<file path="config.mk">
export PLATFORM = sky130hd
export DESIGN_NAME = serial_subtractor
export DESIGN_NICKNAME = d
export VERILOG_FILES = /design/src/rtl/serial_sub_pkg.sv /design/src/rtl/serial_subtractor_half_subtractor.sv /design/src/rtl/serial_subtractor.sv
export SDC_FILE = /design/constraint.sdc
export NUM_CORES = 1
export LEC_CHECK = 0
export CAP_MARGIN = 20
export CORE_ASPECT_RATIO = 0.75
export CORE_MARGIN = 2
export CORE_UTILIZATION = 36
export CTS_CLUSTER_SIZE = 12
export DETAILED_ROUTE_END_ITERATION = 8
export DONT_BUFFER_PORTS = 1
export GPL_ROUTABILITY_DRIVEN = 0
export SYNTH_ARGS = -nofsm -noshare
export SYNTH_HDL_FRONTEND = slang
export SYNTH_HIERARCHICAL = 1
export SYNTH_SLANG_ARGS = --single-unit
</file>
<file path="constraint.sdc">
create_clock -name clk -period 2.47 [get_ports clk]
set_input_delay 0.6175 -clock clk [delete_from_list [all_inputs] [get_ports clk]]
set_output_delay 0.6175 -clock clk [all_outputs]
set_load 0.05 [all_outputs]
</file>
<file path="src/rtl/serial_sub_pkg.sv">
// Shared types and sizing helpers for the bit-serial subtractor.
package serial_sub_pkg;

  typedef enum logic [1:0] {
    IDLE  = 2'd0,
    SHIFT = 2'd1,
    DONE  = 2'd2
  } state_e;

  localparam int MIN_WIDTH = 2;
  localparam int MAX_WIDTH = 32;

  // Bit-counter width: enough to count 0..w-1; never narrower than one bit.
  function automatic int cnt_width(input int w);
    return (w < 2) ? 1 : $clog2(w);
  endfunction

endpackage

</file>
<file path="src/rtl/serial_subtractor_half_subtractor.sv">
// Half-subtractor cell: difference and borrow-out of x - y.
// Purely combinational; two of these plus an OR form one full subtractor.
module half_subtractor (
  input  logic x,
  input  logic y,
  output logic d,
  output logic bo
);

  assign d  = x ^ y;
  assign bo = ~x & y;

endmodule

</file>
<file path="src/rtl/serial_subtractor.sv">
// Bit-serial A-B, LSB first; result valid WIDTH cycles after accept.
// Holds diff/borrow while out_ready is low; in_ready high only when idle.
// SERIAL_SUB_ZERO_FLAG_EN adds a serially-built zero flag output.
module serial_subtractor
  import serial_sub_pkg::*;
#(
  parameter int WIDTH = 8
) (
  input  logic             clk,
  input  logic             rst_n,
  input  logic             in_valid,
  output logic             in_ready,
  input  logic [WIDTH-1:0] a,
  input  logic [WIDTH-1:0] b,
  output logic             out_valid,
  input  logic             out_ready,
  output logic [WIDTH-1:0] diff,
  output logic             borrow
`ifdef SERIAL_SUB_ZERO_FLAG_EN
  ,
  output logic             zero
`endif
);

  localparam int            CW   = cnt_width(WIDTH);
  localparam logic [CW-1:0] LAST = CW'(WIDTH - 1);

  state_e           state_q, state_d;
  logic [WIDTH-1:0] a_sr_q, a_sr_d;
  logic [WIDTH-1:0] b_sr_q, b_sr_d;
  logic [WIDTH-1:0] res_q, res_d;
  logic [CW-1:0]    cnt_q, cnt_d;
  logic             brw_q, brw_d;

  logic d1, bo1, d_bit, bo2, bout;

  // Full subtractor: (a - b) first, then subtract the incoming borrow.
  half_subtractor u_hs_ab (
    .x  (a_sr_q[0]),
    .y  (b_sr_q[0]),
    .d  (d1),
    .bo (bo1)
  );

  half_subtractor u_hs_bin (
    .x  (d1),
    .y  (brw_q),
    .d  (d_bit),
    .bo (bo2)
  );

  assign bout = bo1 | bo2;

  always_ff @(posedge clk or negedge rst_n) begin
    if (!rst_n) begin
      state_q <= IDLE;
      a_sr_q  <= '0;
      b_sr_q  <= '0;
      res_q   <= '0;
      cnt_q   <= '0;
      brw_q   <= 1'b0;
    end else begin
      state_q <= state_d;
      a_sr_q  <= a_sr_d;
      b_sr_q  <= b_sr_d;
      res_q   <= res_d;
      cnt_q   <= cnt_d;
      brw_q   <= brw_d;
    end
  end

  always_comb begin
    state_d   = state_q;
    a_sr_d    = a_sr_q;
    b_sr_d    = b_sr_q;
    res_d     = res_q;
    cnt_d     = cnt_q;
    brw_d     = brw_q;
    in_ready  = 1'b0;
    out_valid = 1'b0;

    unique case (state_q)
      IDLE: begin
        in_ready = 1'b1;
        if (in_valid) begin
          a_sr_d  = a;
          b_sr_d  = b;
          brw_d   = 1'b0;
          cnt_d   = '0;
          state_d = SHIFT;
        end
      end
      SHIFT: begin
        res_d  = {d_bit, res_q[WIDTH-1:1]};
        a_sr_d = {1'b0, a_sr_q[WIDTH-1:1]};
        b_sr_d = {1'b0, b_sr_q[WIDTH-1:1]};
        brw_d  = bout;
        cnt_d  = cnt_q + 1'b1;
        if (cnt_q == LAST) begin
          state_d = DONE;
        end
      end
      DONE: begin
        out_valid = 1'b1;
        if (out_ready) begin
          state_d = IDLE;
        end
      end
      default: begin
        state_d = IDLE;
      end
    endcase
  end

  // Registers only move in SHIFT, so these are stable for the whole DONE phase.
  assign diff   = res_q;
  assign borrow = brw_q;

`ifdef SERIAL_SUB_ZERO_FLAG_EN
  logic nz_q, nz_d;

  always_comb begin
    nz_d = nz_q;
    if (state_q == IDLE && in_valid) begin
      nz_d = 1'b0;
    end else if (state_q == SHIFT) begin
      nz_d = nz_q | d_bit;
    end
  end

  always_ff @(posedge clk or negedge rst_n) begin
    if (!rst_n) begin
      nz_q <= 1'b0;
    end else begin
      nz_q <= nz_d;
    end
  end

  assign zero = (state_q == DONE) & ~nz_q;
`endif

endmodule

</file>
==> metrics, run 1 <==
flop2flop setup slack=840 ps; top_reg_cell synth=dfrtp_1; sw power=0.000993 W; Post-CTS Setup Bufs=0; Worst-path clk slew=60 ps; PortBufs=0; initial antenna violation count=0; Layout area overhead=10.0%; Power per Cell Area=1520 mW/mm2; routed vias=1061; setup violators final=0; Cell variety after synth=24; syn_nets=163; hpwl dp=1970 um; Final TNS setup=0 ps; router iterations before antenna repair=4; vias per cell=5.53; period utilisation layout=79.9%; r2r endpoint=a_sr_q[5]; critical path arrival=1360 ps; clk root buf=clkbuf_8; fmax=507 MHz; async set-reset flop share out of synthesis=100%; crit path capture type=primary output; multiplexer area fraction after synthesis=0%; relative slew slack=48.3%; design internal power=0.00129 W; cells after synthesis=139; nets=163; crit path time final=1970 ps; final slew viol count=0; Clock Path Buffers=2; post-synthesis xor/xnor area fraction=0%; FP Rows=19; Die X-Extent=75.0 um; Crit path required time=1850 ps; unrepaired setup endpoints after global routing=false; CTS tree=yes; Hold Violations, Final=0; top cells by area, synth=dfrtp_1 55%, o22ai_1 11%, nand2_1 7.7%, a21oi_1 4.8%, ha_1 3.7%; crit-path cells=inv_2, nor2_1, buf_4; r2r worst-path depth=3; Simple-Gate Fraction of Synth Area=13.7%; drt initial violations=113; Initial Utilization=37.4%; Startpoint Class=register; post-synthesis register bit count=30; # hold bufs at CTS=0; I/O pins=31; Synth Area in Compound Gates=21.9%; share of cells above drive strength 1=10.7%; adder-cell area share of the yosys netlist=3.68%; post-synth top area share=55.1%; main combinational cell family by area after synthesis=compound AO/OA/AOI/OAI gates; Tot GR Track Use=14.8%; crit path kind=reg2out; Num Clock Sinks=30; Core Box Area=0.00364 mm2; Net Sw Frac=43.5%; DR DRC count=0; Clk pwr share=20.1%; Seq/Total Area, Yosys=55.1%; Comb power frac=30.8%; Antenna Cells=0; vias in the first global route=977; Max-Cap Viols=0; synth warn=6; largest net degree at the start of global routing=31; Max VDD drop=500 uV; Post-Route WL=2860 um; Slowest-stage cell, CP=dfrtp_1; Syn Area/Cell=9.79 um2; most numerous cell in the Yosys netlist=dfrtp_1; Worst-Skew Late Latency=280 ps; Die Area=0.00429 mm2; Leakage=0.682 nW; Worst path max stage delay=520 ps; CTS buffer count=5; Post-CTS Resized=0; Post-synth EDFFs=0; DP Cell Count=184; DRT antenna net count=0; CP max FO=16; Min-Delay Path Class=in2async; Synth top cells by count=30 x dfrtp_1, 28 x nand2_1, 24 x o22ai_1; Post-Layout Cell Count=192; grt ovf=0; cell taking the most area after synthesis=dfrtp_1; skew final=4.87 ps; Worst Tran Pin Value=776 ps; WL/cell=14.9 um; Netlist Area Pre-Place=0.00136 mm2; die height=57.3 um; Reg power frac=49.1%; status=complete, no violations; first-pass GRT wire length=4730 um; reg2reg start=state_q[1]; H-tree depth=2
[flip-flops by register name (all words and copies together), names as in the netlist]
signal and count:
b_sr_q 8, cnt_q 3, diff 8, a_sr_q 8, state_q 2, borrow 1
[cells by family after synthesis]
kind of cell,count (synthesis)
AOI/OAI and AO/OA,48
adders and majority gates,4
buffers and inverters,15
DFF,30
and+or+nand+nor,42
[per-stage QoR]
| stage | power [W] | area [um2] | utilization (%) | hold WS (ps) | worst slack (ps) |
|---|---|---|---|---|---|
| 2_1_floorplan | 0.00170 | 1360 | - | 322 | 527 |
| 3_3_place_gp | 0.00179 | 1390 | 38.1 | 322 | 848 |
| 3_5_place_dp | 0.00183 | 1390 | 38.1 | 322 | 805 |
| 4_1_cts | 0.00230 | 1500 | 41.2 | 16.0 | 500 |
| 5_1_grt | 0.00246 | 1500 | 41.2 | 11.0 | 429 |
| 6_report | 0.00228 | 1500 | 41.2 | 25.9 | 496 |
[cell usage in the layout, fill, tap and decap left out, drive strengths merged]
| master | count |
|---|---|
| a22o | 2 |
| clkbuf | 8 |
| nor2 | 6 |
| or2 | 1 |
| o31ai | 1 |
| o2bb2ai | 1 |
| a21oi | 13 |
| nand2 | 28 |
| a2bb2oi | 2 |
| dfrtp | 30 |
| o21ai | 4 |
| nand2b | 4 |
| nand3b | 1 |
| buf | 2 |
| o22ai | 24 |
| nor2b | 2 |
| o221a | 1 |
| inv | 6 |
| ha | 4 |
[per-layer routing]
| metal | part of all wire [%] | global-route usage [%] | up-vias |
|---|---|---|---|
| met5 | 0 | 0 | - |
| met1 | 44 | 19.6 | 522 |
| met3 | 7.4 | 4.77 | 6 |
| met2 | 47 | 21.1 | 39 |
| met4 | 1.8 | 9.18 | 0 |
| li1 | - | - | 494 |
[critical path, delay by kind of cell, from the launching register on]
kind	cells	cell delay, ps
buffers and inverters	2	410
DFF	1	520
and+or+nand+nor	1	140
[power groups by stage]
stage | clock, W | combinational (W) | sequential, W
2_1_floorplan | 0 | 0.000648 | 0.00106
3_3_place_gp | 0 | 0.000673 | 0.00112
3_5_place_dp | 0 | 0.000703 | 0.00113
4_1_cts | 0.000472 | 0.000705 | 0.00112
5_1_grt | 0.000495 | 0.000810 | 0.00115
6_report | 0.000459 | 0.000702 | 0.00112
[how the worst max path moves through the flow]
stage / slack, ps / endpoint / depth (start not counted) / from
floorplan: 530 / out_valid / 4 / state_q[1]
global placement: 850 / out_valid / 3 / state_q[1]
detailed placement: 800 / out_valid / 3 / state_q[1]
CTS: 500 / out_valid / 3 / state_q[1]
global route: 430 / out_valid / 3 / state_q[1]
finish: 500 / out_valid / 3 / state_q[1]
[cell type report]
class                      instances  area [um2]
clock buffer                       8         110
fill                             341        2140
inverter                           6        22.5
multi-input combinational         94         534
sequential                        30         751
tap                               52        65.1
timing repair buffer               2        15.0
Power figures use the tool's default switching activity.
==> run 2, diff against run 1 <==
Settings changed: ABC_AREA from default to 1.
Clock period 2.47 ns to 1.74 ns, I/O delays scaled along.
==> metrics, run 2 <==
skew final=4.65 ps (-0.221 ps); top_reg_cell synth=dfrtp_1; Net Sw Frac=46.5% (+3.1 points); status=complete, no violations; DP Cell Count=244 (+33%); PortBufs=0 (unchanged); min-delay src=out_ready; Netlist Area Pre-Place=0.00149 mm2 (+9.5%); Clock Path Buffers=2 (unchanged); vias in the first global route=1118 (+14%); Layout area overhead=11.1%; Startpoint Class=register; WL/cell=11.8 um (-21%); initial antenna violation count=0 (unchanged); post-synth top area share=50.4% (-4.8 points); drt initial violations=69 (-39%); Critical Path Source=state_q[0]; share of cells above drive strength 1=10.7% (-0.054 points); Num Clock Sinks=30 (unchanged); Leakage=0.945 nW (+39%); Synth top cells by count=77 x nand2_1, 35 x inv_1, 30 x dfrtp_1; async set-reset flop share out of synthesis=100% (unchanged); Hold Violations, Final=0 (unchanged); design internal power=0.00173 W (+34%); Crit path required time=1300 ps (-550 ps); Min-Delay Path Class=in2reg; setup violators final=0 (unchanged); routed vias=1092 (+2.9%); fmax=619 MHz; Core Box Area=0.00400 mm2 (+10%); top cells by area, synth=dfrtp_1 50%, nand2_1 19%, inv_1 8.8%, nand3_1 5.4%, ha_1 3.4%; commonest non-fill, non-tap cell in the layout=nand2_1; Power per Cell Area=1960 mW/mm2 (+28%); I/O pins=31 (unchanged); Worst-Skew Late Latency=280 ps (about the same); Worst-path clk slew=60 ps (about the same); relative slew slack=64.6% (+16 points); Seq/Total Area, Yosys=50.4% (-4.8 points); crit path time final=1610 ps; Tot GR Track Use=15.2% (+0.31 points); cells after synthesis=191 (+37%); fillcell total=425 (+25%); crit-path cells=nor2_2, buf_4; unrepaired setup endpoints after global routing=false; critical path arrival=1180 ps (-180 ps); Syn Area/Cell=7.80 um2 (-20%); DRT antenna net count=0 (unchanged); sw power=0.00151 W (+52%); cell taking the most area after synthesis=dfrtp_1; crit path kind=reg2out; CTS tree=yes; Die Area=0.00468 mm2 (+8.9%); post-synthesis register bit count=30 (unchanged); largest net degree at the start of global routing=31 (unchanged); DR DRC count=0 (unchanged); crit path capture type=primary output; final slew viol count=0 (unchanged); H-tree depth=2 (unchanged); router iterations before antenna repair=4 (unchanged); Max VDD drop=1260 uV (+150%); Clk pwr share=17.1% (-3.0 points); Slowest-stage cell, CP=dfrtp_1; setup ws final=126 ps (-370 ps); most numerous cell in the Yosys netlist=nand2_1; first-pass GRT wire length=5270 um (+12%); Worst path max stage delay=480 ps (-40 ps); synth warn=6 (unchanged); most frequent cells in the layout=77 x nand2_1, 35 x inv_1, 30 x dfrtp_1; Max-Cap Viols=0 (unchanged); CTS buffer count=5 (unchanged); nets=222 (+36%); hpwl dp=2010 um (+2.1%); Post-Route WL=2980 um (+4.1%); die height=59.7 um (+4.3%); Reg power frac=47.0% (-2.1 points); Initial Utilization=37.2% (-0.21 points); Comb power frac=35.9% (+5.1 points); Post-Layout Cell Count=252 (+31%); Cell variety after synth=19 (-21%); vias per cell=4.33 (-22%); Die X-Extent=78.3 um (+4.4%); period utilisation layout=92.8%; worst hold slack=261 ps (+235 ps); clk root buf=clkbuf_8; CP max FO=7 (-9); Post-CTS Setup Bufs=0 (unchanged); syn_nets=215 (+32%); reg2reg start=state_q[1]; Post-synth EDFFs=0 (unchanged); FP Rows=20 (+1); grt ovf=0 (unchanged); pre-CTS setup slack=348 ps (-457 ps); Antenna Cells=0 (unchanged); Worst Tran Pin Value=532 ps (-244 ps); Final TNS setup=0 ps (unchanged)
run 2: stage by stage:
stage | util [%] | power (W) | cell area, um2
5_1_grt | 41.3 | 0.00358 | 1660
4_1_cts | 41.3 | 0.00327 | 1650
3_5_place_dp | 38.5 | 0.00268 | 1540
3_3_place_gp | 38.5 | 0.00265 | 1540
6_report | 41.3 | 0.00324 | 1660
2_1_floorplan | - | 0.00248 | 1490
run 2: what timing repair did:
action,in CTS,in global routing
gates resized for setup,0,1
hold buffers,2,0
setup endpoints to repair,0,1
hold endpoints to repair,30,0
run 2: power groups by stage:
stage          Sequential [W]  Clock, W  Combinational (W)
2_1_floorplan         0.00151         0           0.000974
3_3_place_gp          0.00153         0            0.00112
3_5_place_dp          0.00153         0            0.00115
4_1_cts               0.00152  0.000568            0.00118
5_1_grt               0.00157  0.000602            0.00141
6_report              0.00152  0.000555            0.00116
run 2: cell type report:
type                            instances  area, um2  share of cell area, %
Inverter                               38        148                   8.92
Clock buffer                            6       82.6                   4.99
Timing Repair Buffer                    7       67.6                   4.08
Sequential cell                        30        751                   45.4
Multi-Input combinational cell        116        538                   32.5
Tap cell                               55       68.8                   4.16
run 2: worst paths after layout:
kind	depth (start not counted)	slack (ps)	to
max in group asynchronous	2	990	diff[2]
min reg2reg	2	480	a_sr_q[0]
min	1	260	state_q[1]
max	2	130	in_ready
min in group asynchronous	2	590	a_sr_q[6]
max reg2reg	6	390	a_sr_q[3]
run 2: cell families (layout without fill, tap and decap cells):
logic type	after synthesis	count (layout)	share of synthesized area [%]
and+or+nand+nor	100	100	28.2
adders and majority gates	4	4	3.36
buffers and inverters	45	51	13.9
AOI/OAI and AO/OA	12	12	4.20
DFF	30	30	50.4
run 2: worst max-delay path, delay by kind of cell (launching register included):
family                 cells  cell delay [ps]
flip-flops                 1              480
buffers and inverters      1              220
AND/OR/NAND/NOR            1              200
run 2: per-layer routing:
metal  wire, um  part of all wire [%]  vias up  global-route usage [%]
met5          0                     0        -                       0
met4         37                   1.2        0                    6.77
met3        128                   4.3        5                    4.83
met2       1300                    43       19                    21.9
met1       1520                    51      493                    21.0
li1           -                     -      575                       -
==> run 3, diff against run 2 <==
Settings changed: ABC_AREA 1 to default, SLEW_MARGIN from default to 15.
==> metrics, run 3 (synthesized netlist as in run 1, its figures left out) <==
FP Rows=19 (-5.0%); routed vias=1044 (-4.4%); CP max FO=10 (+3); Crit path required time=1300 ps (about the same); I/O pins=31 (unchanged); Min-Delay Path Class=in2reg; Max VDD drop=1020 uV (-19%); nets=168 (-24%); share of cells above drive strength 1=13.1% (+2.4 points); vias per cell=5.30 (+22%); Die Area=0.00429 mm2 (-8.2%); status=complete, no violations; DRT antenna net count=0 (unchanged); period utilisation layout=91.2% (-1.6 points); Core Box Area=0.00364 mm2 (-9.2%); vias in the first global route=1077 (-3.7%); fmax=630 MHz (+1.8%); router iterations before antenna repair=4 (unchanged); register area=751 um2 (unchanged); sw power=0.00143 W (-5.5%); Power per Cell Area=2100 mW/mm2 (+7.2%); DR DRC count=0 (unchanged); Layout area overhead=12.7%; design area=0.00153 mm2 (-7.3%); final slew viol count=0 (unchanged); Post-CTS Setup Bufs=0 (unchanged); most frequent cells in the layout=30 x dfrtp_1, 28 x nand2_1, 24 x o22ai_1; Worst Tran Pin Value=519 ps (-12.6 ps); crit path time final=1590 ps (-28.1 ps); hpwl dp=1990 um (-1.0%); drt initial violations=34 (-51%); CTS buffer count=5 (unchanged); relative slew slack=65.4% (+0.84 points); Comb power frac=33.3% (-2.6 points); critical path arrival=1150 ps (-30 ps); CTS tree=yes; setup violators final=0 (unchanged); Clock Path Buffers=2 (unchanged); largest net degree at the start of global routing=31 (unchanged); Num Clock Sinks=30 (unchanged); Initial Utilization=37.4% (+0.21 points); Placement Cell Area=0.00141 mm2 (-8.3%); commonest non-fill, non-tap cell in the layout=dfrtp_1; first-pass GRT wire length=4800 um (-8.9%); Hold Violations, Final=0 (unchanged); Die X-Extent=75.0 um (-4.2%); skew final=9.45 ps (+4.80 ps); unrepaired setup endpoints after global routing=false; Tot GR Track Use=15.2% (about the same); Multi-input gate area=537 um2 (-0.23%); Net Sw Frac=44.3% (-2.3 points); PortBufs=0 (unchanged); design internal power=0.00179 W (+3.5%); crit path capture type=primary output; fillcell total=341 (-20%); die height=57.3 um (-4.1%); H-tree depth=2 (unchanged); WL/cell=14.4 um (+22%); Worst-path clk slew=70 ps (about the same); clk root buf=clkbuf_8; grt ovf=0 (unchanged); Post-Route WL=2850 um (-4.5%); Max-Cap Viols=0 (unchanged); Worst-Skew Late Latency=280 ps (about the same); Reg power frac=49.0% (+2.0 points); initial antenna violation count=0 (unchanged); Clk pwr share=17.7% (+0.6 points); crit path kind=reg2out; Final TNS setup=0 ps (unchanged); Startpoint Class=register; Leakage=0.700 nW (-26%); Antenna Cells=0 (unchanged)
==> run 3: cell types whose count changed in the layout (fill, tap and decap cells not counted), sizes merged, moves of 4 or more <==
cell,change
o22ai,+24
o21ai,-5
nand3,-16
nand2,-52
inv,-32
nand2b,+4
a21oi,+11
==> run 3: path summary, 6_finish.rpt <==
path | start | end | slack [ps] | cells after the start
setup / recovery | state_q[1] | out_valid | 150 | 3
hold / removal | out_ready | state_q[1] | 260 | 1
setup reg to reg | state_q[1] | diff[4] | 270 | 4
hold reg to reg | cnt_q[0] | cnt_q[0] | 480 | 1
max in group asynchronous | rst_n | diff[6] | 980 | 2
min in group asynchronous | rst_n | b_sr_q[4] | 590 | 2
==> run 3: per-layer routing <==
layer,share of wire (%),global-route usage (%)
met1,45,19.5
met5,0,0
met4,1.9,6.38
met3,7.1,7.24
met2,46,21.9
==> run 3: final cells by class <==
type                       count  area share, %
clock inverter                 1          0.326
tap                           52           4.24
clock buffer                   7           5.63
multi-input combinational     94           35.0
sequential                    30           48.9
timing repair buffer           7           4.40
inverter                       6           1.47
==> run 3: worst max-delay path, stage by stage, from the launching register on <==
cell and delay (ps):
dfrtp_1 520, inv_2 70, nor2_2 80, buf_4 200
==> run 3: power groups by stage <==
stage	Clock, W	Combinational [W]	Sequential, W
2_1_floorplan	0	0.000923	0.00150
3_5_place_dp	0	0.00106	0.00159
4_1_cts	0.000586	0.00108	0.00158
3_3_place_gp	0	0.00101	0.00159
5_1_grt	0.000621	0.00122	0.00163
6_report	0.000569	0.00107	0.00158
==> run 3: metrics by stage <==
step	hold WS (ps)	instances	total power, W	util, %	worst slack, ps
after global placement	140	187	0.00259	38.8	352
after CTS	249	197	0.00325	42.2	148
after detailed placement	140	187	0.00265	38.8	311
after global routing	249	197	0.00347	42.2	91.0
after floorplan	139	139	0.00242	-	78.8
final	259	197	0.00322	42.2	154
==> run 3: what timing repair did <==
| item | in CTS | in global routing |
|---|---|---|
| gates resized for setup | 0 | 0 |
| setup endpoints to repair | 0 | 0 |
| hold endpoints to repair | 30 | 0 |
| hold buffers | 2 | 0 |
